<file path="src/rtl/jive_alu_seq_if.sv">
// Request handshake between pipeline decode and the JiVe ALU micro-sequencer.
// The master presents one decoded operation; the slave signals when it can take it.
interface jive_alu_seq_if #(
    parameter int SHAMT_W = 5
);
    logic               req_valid;
    logic               req_ready;
    logic [1:0]         req_kind;
    logic               req_store;
    logic [SHAMT_W-1:0] req_shamt;

    modport master (
        output req_valid,
        output req_kind,
        output req_store,
        output req_shamt,
        input  req_ready
    );

    modport slave (
        input  req_valid,
        input  req_kind,
        input  req_store,
        input  req_shamt,
        output req_ready
    );
endinterface

</file>
<file path="src/rtl/jive_alu_seq.sv">
// Micro-sequencer for the JiVe 16-bit split ALU/address datapath: every operation runs
// an LSW half then an MSW half, shifts add shamt address-register shift cycles, then done.
module jive_alu_seq #(
    parameter int SHAMT_W = 5
) (
    input  logic               clk,
    input  logic               rst,
    jive_alu_seq_if.slave      req,
    input  logic               stall,
    output logic               msw_sel,
    output logic               wb_ena,
    output logic               sh_ena,
    output logic               upd_addr,
    output logic               upd_dout,
    output logic               wb_pc,
    output logic               busy,
    output logic               done
);

    typedef enum logic [2:0] {
        ST_IDLE,
        ST_LSW,
        ST_MSW,
        ST_SHIFT,
        ST_DONE
    } state_t;

    typedef enum logic [1:0] {
        KIND_ALU   = 2'b00,
        KIND_MEM   = 2'b01,
        KIND_JUMP  = 2'b10,
        KIND_SHIFT = 2'b11
    } kind_t;

    localparam logic [SHAMT_W-1:0] CNT_ONE  = SHAMT_W'(1);
    localparam logic [SHAMT_W-1:0] CNT_ZERO = '0;

    state_t             state, state_d;
    kind_t              kind_q, kind_d;
    logic               store_q, store_d;
    logic [SHAMT_W-1:0] shamt_q, shamt_d;
    logic [SHAMT_W-1:0] cnt, cnt_d;
    logic               accept;
    logic               addr_op;

    assign req.req_ready = ((state == ST_IDLE) || (state == ST_DONE)) && !stall;
    assign accept        = req.req_valid && req.req_ready;

    always_ff @(posedge clk) begin
        if (rst) begin
            state   <= ST_IDLE;
            kind_q  <= KIND_ALU;
            store_q <= 1'b0;
            shamt_q <= CNT_ZERO;
            cnt     <= CNT_ZERO;
        end else begin
            state   <= state_d;
            kind_q  <= kind_d;
            store_q <= store_d;
            shamt_q <= shamt_d;
            cnt     <= cnt_d;
        end
    end

    // Next state; a stall freezes everything, and it also drops req_ready so no accept can occur.
    always_comb begin
        state_d = state;
        kind_d  = kind_q;
        store_d = store_q;
        shamt_d = shamt_q;
        cnt_d   = cnt;

        if (!stall) begin
            case (state)
                ST_IDLE: begin
                    if (accept) begin
                        state_d = ST_LSW;
                    end
                end
                ST_LSW: begin
                    state_d = ST_MSW;
                end
                ST_MSW: begin
                    if ((kind_q == KIND_SHIFT) && (shamt_q != CNT_ZERO)) begin
                        state_d = ST_SHIFT;
                    end else begin
                        state_d = ST_DONE;
                    end
                end
                ST_SHIFT: begin
                    cnt_d = cnt - CNT_ONE;
                    if (cnt > CNT_ONE) begin
                        state_d = ST_SHIFT;
                    end else begin
                        state_d = ST_DONE;
                    end
                end
                ST_DONE: begin
                    if (accept) begin
                        state_d = ST_LSW;
                    end else begin
                        state_d = ST_IDLE;
                    end
                end
                default: begin
                    state_d = ST_IDLE;
                end
            endcase

            if (accept) begin
                kind_d  = kind_t'(req.req_kind);
                store_d = req.req_store;
                shamt_d = req.req_shamt;
                cnt_d   = req.req_shamt;
            end
        end
    end

    assign addr_op = (kind_q == KIND_MEM) || (kind_q == KIND_JUMP) || (kind_q == KIND_SHIFT);

    // Strobes decode from state and the latched operation; msw_sel alone survives a stall.
    always_comb begin
        msw_sel  = 1'b0;
        wb_ena   = 1'b0;
        sh_ena   = 1'b0;
        upd_addr = 1'b0;
        upd_dout = 1'b0;
        wb_pc    = 1'b0;
        done     = 1'b0;
        busy     = (state != ST_IDLE);

        case (state)
            ST_LSW: begin
                wb_ena   = !stall;
                upd_addr = !stall && addr_op;
                upd_dout = !stall && (kind_q == KIND_MEM) && store_q;
                wb_pc    = !stall && (kind_q == KIND_JUMP);
            end
            ST_MSW: begin
                msw_sel  = 1'b1;
                wb_ena   = !stall;
                upd_addr = !stall && addr_op;
                upd_dout = !stall && (kind_q == KIND_MEM) && store_q;
            end
            ST_SHIFT: begin
                sh_ena = !stall;
            end
            ST_DONE: begin
                done = !stall;
            end
            default: begin
                msw_sel = 1'b0;
            end
        endcase
    end

endmodule

</file>
<file path="src/flat_wrapper.sv">
// flat-port wrapper written by rule: the top's interface ports become plain ports
module jive_alu_seq_flat 
#(
    parameter int SHAMT_W = 5
)
  (clk, rst, stall, msw_sel, wb_ena, sh_ena, upd_addr, upd_dout, wb_pc, busy, done, req_req_valid, req_req_kind, req_req_store, req_req_shamt, req_req_ready);
  jive_alu_seq_if #(.SHAMT_W(SHAMT_W)) req_i ();
  input  logic clk;
  input  logic rst;
  input  logic stall;
  output logic msw_sel;
  output logic wb_ena;
  output logic sh_ena;
  output logic upd_addr;
  output logic upd_dout;
  output logic wb_pc;
  output logic busy;
  output logic done;
  input wire logic [$bits(req_i.req_valid)-1:0] req_req_valid;
  input wire logic [$bits(req_i.req_kind)-1:0] req_req_kind;
  input wire logic [$bits(req_i.req_store)-1:0] req_req_store;
  input wire logic [$bits(req_i.req_shamt)-1:0] req_req_shamt;
  output wire logic [$bits(req_i.req_ready)-1:0] req_req_ready;
  assign req_i.req_valid = req_req_valid;
  assign req_i.req_kind = req_req_kind;
  assign req_i.req_store = req_req_store;
  assign req_i.req_shamt = req_req_shamt;
  assign req_req_ready = req_i.req_ready;
  jive_alu_seq #(.SHAMT_W(SHAMT_W)) u_core (.clk(clk), .rst(rst), .req(req_i), .stall(stall), .msw_sel(msw_sel), .wb_ena(wb_ena), .sh_ena(sh_ena), .upd_addr(upd_addr), .upd_dout(upd_dout), .wb_pc(wb_pc), .busy(busy), .done(done));
endmodule
</file>
<file path="config.mk">
export PLATFORM = sky130hd
export DESIGN_NAME = jive_alu_seq_flat
export DESIGN_NICKNAME = d
export VERILOG_FILES = /design/src/rtl/jive_alu_seq_if.sv /design/src/rtl/jive_alu_seq.sv /design/src/flat_wrapper.sv
export SDC_FILE = /design/constraint.sdc
export NUM_CORES = 1
export LEC_CHECK = 0
export ABC_AREA = 1
export CORE_MARGIN = 5
export CORE_UTILIZATION = 45
export CTS_CLUSTER_SIZE = 14
export DETAILED_ROUTE_END_ITERATION = 8
export PLACE_DENSITY = 0.73
export REMOVE_ABC_BUFFERS = 1
export SETUP_SLACK_MARGIN = 0.05
export SKIP_CTS_REPAIR_TIMING = 1
export SYNTH_ARGS = -nofsm -noshare
export SYNTH_HDL_FRONTEND = slang
export SYNTH_SLANG_ARGS = --single-unit
</file>
<file path="constraint.sdc">
create_clock -name clk -period 1.5 [get_ports clk]
set_clock_uncertainty 0.1 [all_clocks]
set_input_delay 0.3 -clock clk [delete_from_list [all_inputs] [get_ports clk]]
set_output_delay 0.3 -clock clk [all_outputs]
set_load 0.05 [all_outputs]
</file>
==> results.yml, run 1 <==
outcome:
  outcome: "finished, violations left"
  violations: "setup timing"
finish:
  final_common_cell: "nand2_1"
  final_cell_mix: "nand2_1 (23), inv_1 (15), buf_4 (15)"
  nNetsFinal: 189
  final_cell_area_um2: 1570
  area_delta_synth_final_pct: 72.6
  fillers: 139
  drive_above_1_share: 0.471
  antennaDiodeCount: 0
drt:
  dr.pass1.iters: 4
  routed_wl_um: 2650
  drc_errors: 0
  antenna_left: 0
  highest_layer: "met4"
  via_per_inst: 5.06
  wl_met2_um: 1440
  drt_iter0_drc: 11
  wl_met1_um: 1000
  dr_wl_met3_um: 144
  drt-wirelength-per-cell_um: 13.2
  vias: 1017
critical_path:
  crit_arrival_ns: 1.43
  startpoint_type: "register"
  cp-end-kind: "output pin"
  crit_chain: "inv_2, nor3_4, inv_1, nand2_1, nand2_2, inv_2, nand4_1, inv_2, buf_12"
  cp_slowest_cell: "dfxtp_2"
  worstPathRequired_ns: 1.10
  r2r-start: "u_core.state[1]"
  max_stage_delay_ns: 0.34
  path_class: "reg -> out"
  worst_path_dominant_cell_family: "simple AND/OR/NAND/NOR gates"
  reg2reg_to: "u_core.shamt_q[4]"
  reg2reg_slack_ns: -0.03
  critical_path.max_fanout: 2
  critPathBufInv: 5
  path_common_cell: "inv_2"
  reg2reg_depth: 8
floorplanning:
  dieArea_um2: 3020
  die_h_um: 54.9
  coreArea_um2: 1940
  fp.dieW_um: 54.9
  io_pins: 21
  num_rows: 16
  initial_core_util: 0.468
timing:
  fin_crit_sh: 1.22
  setup_viol: 11
  layout_setup_ws_ns: -0.334
  final_max_slew_viol_count: 0
  final-hold-violation-count: 0
  fin_crit_ns: 1.83
  final.setup.tns_ns: -1.78
  slew_headroom: 0.811
  tightest_slew_ns: 0.283
  grt_setup_unrepaired: "true"
  fmax_ghz: 0.545
power:
  clkPwrFrac: 0.245
  totalPowerFinal_mw: 1.20
  power_frac_comb: 0.357
  power_switching_uw: 403
  p_leak_nw: 0.720
  irDropWorstVdd_mv: 0.680
  seqPwrFrac: 0.398
  power_density_nw_per_um2: 765
  switching_share: 0.336
  intPower_uw: 796
clock_network:
  htree_levels: 1
  clk_pin_slew_ns: 0.09
  cts-root-buf: "clkbuf_4"
  cts_tree: "done"
  cts_made_buffers: 3
  clock_path_buffers: 2
  worstSkewPairLatency_ns: 0.30
  cts_sinks: 16
yosys:
  yosys-top-cells-area: "dfxtp_1 (35%), nand2_1 (14%), inv_1 (7.9%), a21oi_1 (6.1%), nand3_1 (5.0%)"
  yosys_register_bits: 16
  async_flop_share: 0
  netlist_area_um2: 908
  synth_ff_type: "dfxtp_1"
  avgSynthCellArea_um2: 6.93
  ys_types: 28
  syn_inst: 131
  ys_seq_area_frac: 0.353
  synth_top_area_share: 0.353
  synth-edff-count: 0
  synth_warnings: 0
  synth_area_leader_cell: "dfxtp_1"
place:
  pre_cts_slack_ns: -0.356
  place_area_um2: 1350
  io_buffers: 20
  place_hpwl_um: 1780
  place.gp.congestion: 0.862
global_routing:
  grt_max_degree: 11
  grt_pass1_wl_um: 3970
  first_global_vias: 980
  antenna_found_initial: 0
  gr-total-overflow: 0
  grt_use_total: 0.180
min_path:
  hold_depth: 4
  hold_path_startpoint: "stall"
  hold_end: "u_core.state[2]"
  hold_class: "in -> reg"
flow_run:
  drv_cap: 0
-- how the worst max path moves through the flow --
stage                    startpoint  endpoint  slack [ns]  depth (start not counted)
floorplan           u_core.state[0]     wb_pc       -0.93                          2
global placement              stall     wb_pc       -0.28                          5
detailed placement            stall     wb_pc       -0.36                          5
CTS                 u_core.state[0]      done       -0.37                          5
global route        u_core.state[1]  upd_dout       -0.44                          9
finish              u_core.state[1]  upd_dout       -0.33                          9
-- flip-flops by register name, indices dropped and copies added (netlist names) --
name / flops
u_core.cnt: 5
u_core.shamt_q: 5
u_core.state: 3
u_core.kind_q: 2
u_core.store_q: 1
-- cells by family after synthesis --
family / after synthesis / synth area share
AND/OR/NAND/NOR: 62 / 0.332
AO/OA/AOI/OAI: 25 / 0.165
buffers and inverters: 25 / 0.113
flip-flops: 16 / 0.353
adder cells (fa/ha/maj): 2 / 0.0275
XOR/XNOR: 1 / 0.00964
-- cell usage after synthesis, drive strengths merged (2+ instances only) --
cell type	n
nand3	10
inv	21
o21ai	7
clkinv	2
o211ai	2
dfxtp	16
nor2	10
ha	2
nand2	38
a21oi	13
a31oi	2
-- final cells by class --
class | count | area, um2 | share of cell area
sequential | 16 | 327 | 0.208
clock buffer | 4 | 36.3 | 0.0231
inverter | 23 | 93.8 | 0.0599
tap | 27 | 33.8 | 0.0215
timing repair buffer | 40 | 462 | 0.294
multi-input combinational | 91 | 616 | 0.393
-- power groups by stage --
stage,registers (mW),clock network (mW),logic [mW]
finish,0.477,0.294,0.428
global route,0.481,0.319,0.463
CTS,0.472,0.294,0.348
detailed placement,0.481,0,0.347
global placement,0.480,0,0.341
floorplan,0.480,0,0.194
-- through the flow --
step                      hold WS, ns  instances  utilization
after floorplan                 0.262        129            -
after global placement          0.355        193        0.695
after detailed placement        0.359        193        0.695
after CTS                       0.374        197        0.713
after global routing            0.379        201        0.807
final                           0.344        201        0.807
-- metal layers --
layer,vias to the layer above,track usage
met1,472,0.196
met2,30,0.354
met4,0,0.0607
li1,507,-
met3,8,0.0188
met5,-,0
-- worst reg2reg max path, delay by kind of cell, from the launching register on --
kind                   cells  cell delay, ns
AO/OA/AOI/OAI              1            0.11
buffers and inverters      4            0.55
flip-flops                 1            0.33
AND/OR/NAND/NOR            3            0.38
Note: power is estimated with default switching activity, not from simulation.
==> inputs of run 2 (changes only) <==
--- a/config.mk
+++ b/config.mk
@@ -8,6 +8,7 @@
 export ABC_AREA = 1
 export CORE_MARGIN = 5
 export CORE_UTILIZATION = 45
+export CTS_BUF_LIST = sky130_fd_sc_hd__clkbuf_16
 export CTS_CLUSTER_SIZE = 14
 export DETAILED_ROUTE_END_ITERATION = 8
 export PLACE_DENSITY = 0.73
==> run 2 against run 1 <==
Against the previous run: the run still ends with setup timing left; setup slack got worse by 0.0092 ns; register-to-register slack improved by 0.03 ns; core utilization rose by 3.0 points; largest power group is now the clock network; sequential share of layout area fell by 0.66 points; highest routed layer unchanged.
==> results.yml, run 2 (synthesis gave the netlist of run 1 again) <==
timing:
  fin_crit_sh: 1.23
  grt_setup_unrepaired: "true"
  fmax_ghz: 0.543
  fin_crit_ns: 1.84
  final_max_slew_viol_count: 0
  final.setup.tns_ns: -1.32
  layout_setup_ws_ns: -0.343
  setup_viol: 9
  tightest_slew_ns: 0.289
  final-hold-violation-count: 0
  slew_headroom: 0.807
clock_network:
  worstSkewPairLatency_ns: 0.25
  cts_sinks: 16
  cts_made_buffers: 3
  cts-root-buf: "clkbuf_16"
  cts_tree: "done"
  clock_path_buffers: 2
  htree_levels: 1
  clk_pin_slew_ns: 0.05
floorplanning:
  die_h_um: 54.9
  coreArea_um2: 1940
  dieArea_um2: 3020
  initial_core_util: 0.468
  fp.dieW_um: 54.9
  io_pins: 21
  num_rows: 16
critical_path:
  crit_path_start: "u_core.state[1]"
  startpoint_type: "register"
  crit_arrival_ns: 1.44
  path_class: "reg -> out"
  critical_path.max_fanout: 2
  r2r-start: "u_core.state[1]"
  path_common_cell: "inv_2"
  cp-end-kind: "output pin"
  critPathBufInv: 5
  max_stage_delay_ns: 0.33
  cp_slowest_cell: "dfxtp_2"
  worstPathRequired_ns: 1.10
  worst_path_dominant_cell_family: "simple AND/OR/NAND/NOR gates"
  crit_chain: "inv_2, nor3_4, inv_1, nand2_1, nand2_2, inv_2, nand4_1, inv_2, buf_12"
place:
  place_hpwl_um: 1780
  place_area_um2: 1350
  io_buffers: 20
  placedCellCount: 193
  place.gp.congestion: 0.862
outcome:
  outcome: "finished, violations left"
  violations: "setup timing"
global_routing:
  antenna_found_initial: 0
  gr-total-overflow: 0
  grt_max_degree: 11
  grt_pass1_wl_um: 4170
  grt_use_total: 0.195
  first_global_vias: 992
drt:
  antenna_left: 0
  routed_wl_um: 3000
  drc_errors: 0
  via_per_inst: 5.18
  drt-wirelength-per-cell_um: 14.9
  drt_iter0_drc: 33
  dr.pass1.iters: 4
  vias: 1047
power:
  power_density_nw_per_um2: 894
  irDropWorstVdd_mv: 0.826
  p_leak_nw: 0.738
finish:
  drive_above_1_share: 0.480
  final_cell_mix: "nand2_1 (23), buf_4 (16), inv_1 (14)"
  reg_top3: "u_core.cnt (5), u_core.shamt_q (5), u_core.state (3)"
  antennaDiodeCount: 0
  nNetsFinal: 190
  final_common_cell: "nand2_1"
  area_delta_synth_final_pct: 78.9
  final_cells: 202
  final_cell_area_um2: 1630
min_path:
  hold_class: "reg -> reg"
  hold_path_startpoint: "u_core.store_q"
flow_run:
  drv_cap: 0
## run 2: cell types whose count changed in the layout (fill, tap and decap cells not counted), moves of 2 or more
| cell | delta |
|---|---|
| clkbuf_16 | +3 |
| clkbuf_4 | -3 |
| nand2_2 | +2 |
| nand2_4 | -2 |
## run 2: power breakdown
group          switching, mW  internal, mW  leakage (nW)
Combinational          0.244         0.201         0.566
Sequential            0.0246         0.455         0.133
Clock                  0.174         0.354        0.0385
## run 2: cell type report
class | instances | area [um2]
multi-input combinational | 91 | 622
fill | 120 | 317
clock inverter | 1 | 3.75
clock buffer | 3 | 75.1
timing repair buffer | 41 | 469
inverter | 23 | 93.8
sequential | 16 | 328
tap | 27 | 33.8
## run 2: per-stage QoR
step                hold WS (ns)  worst slack [ns]  total power, mW  utilization
detailed placement         0.359            -0.356            0.828        0.695
global route               0.411            -0.411             1.52        0.837
floorplan                  0.262            -0.930            0.674            -
global placement           0.355            -0.281            0.821        0.695
CTS                        0.371            -0.367             1.36        0.735
finish                     0.373            -0.343             1.45        0.837
## run 2: worst reg2reg max path, delay by kind of cell (launching register included)
kind,cells,cell delay [ns]
buf+inv,4,0.55
simple gates,3,0.37
flops,1,0.32
compound gates,1,0.10
## run 2: final timing paths
kind	end	slack, ns	depth (start not counted)
max	upd_dout	-0.34	9
min	u_core.store_q	0.37	2
max reg2reg	u_core.shamt_q[4]	0	8
min reg2reg	u_core.store_q	0.37	2
## run 2: per-layer routing
| layer | vias up | track usage | part of all wire |
|---|---|---|---|
| met5 | - | 0 | 0 |
| met4 | 0 | 0.0729 | 0.035 |
| met3 | 12 | 0.0268 | 0.058 |
| met2 | 35 | 0.388 | 0.56 |
| met1 | 495 | 0.201 | 0.34 |
| li1 | 505 | - | - |
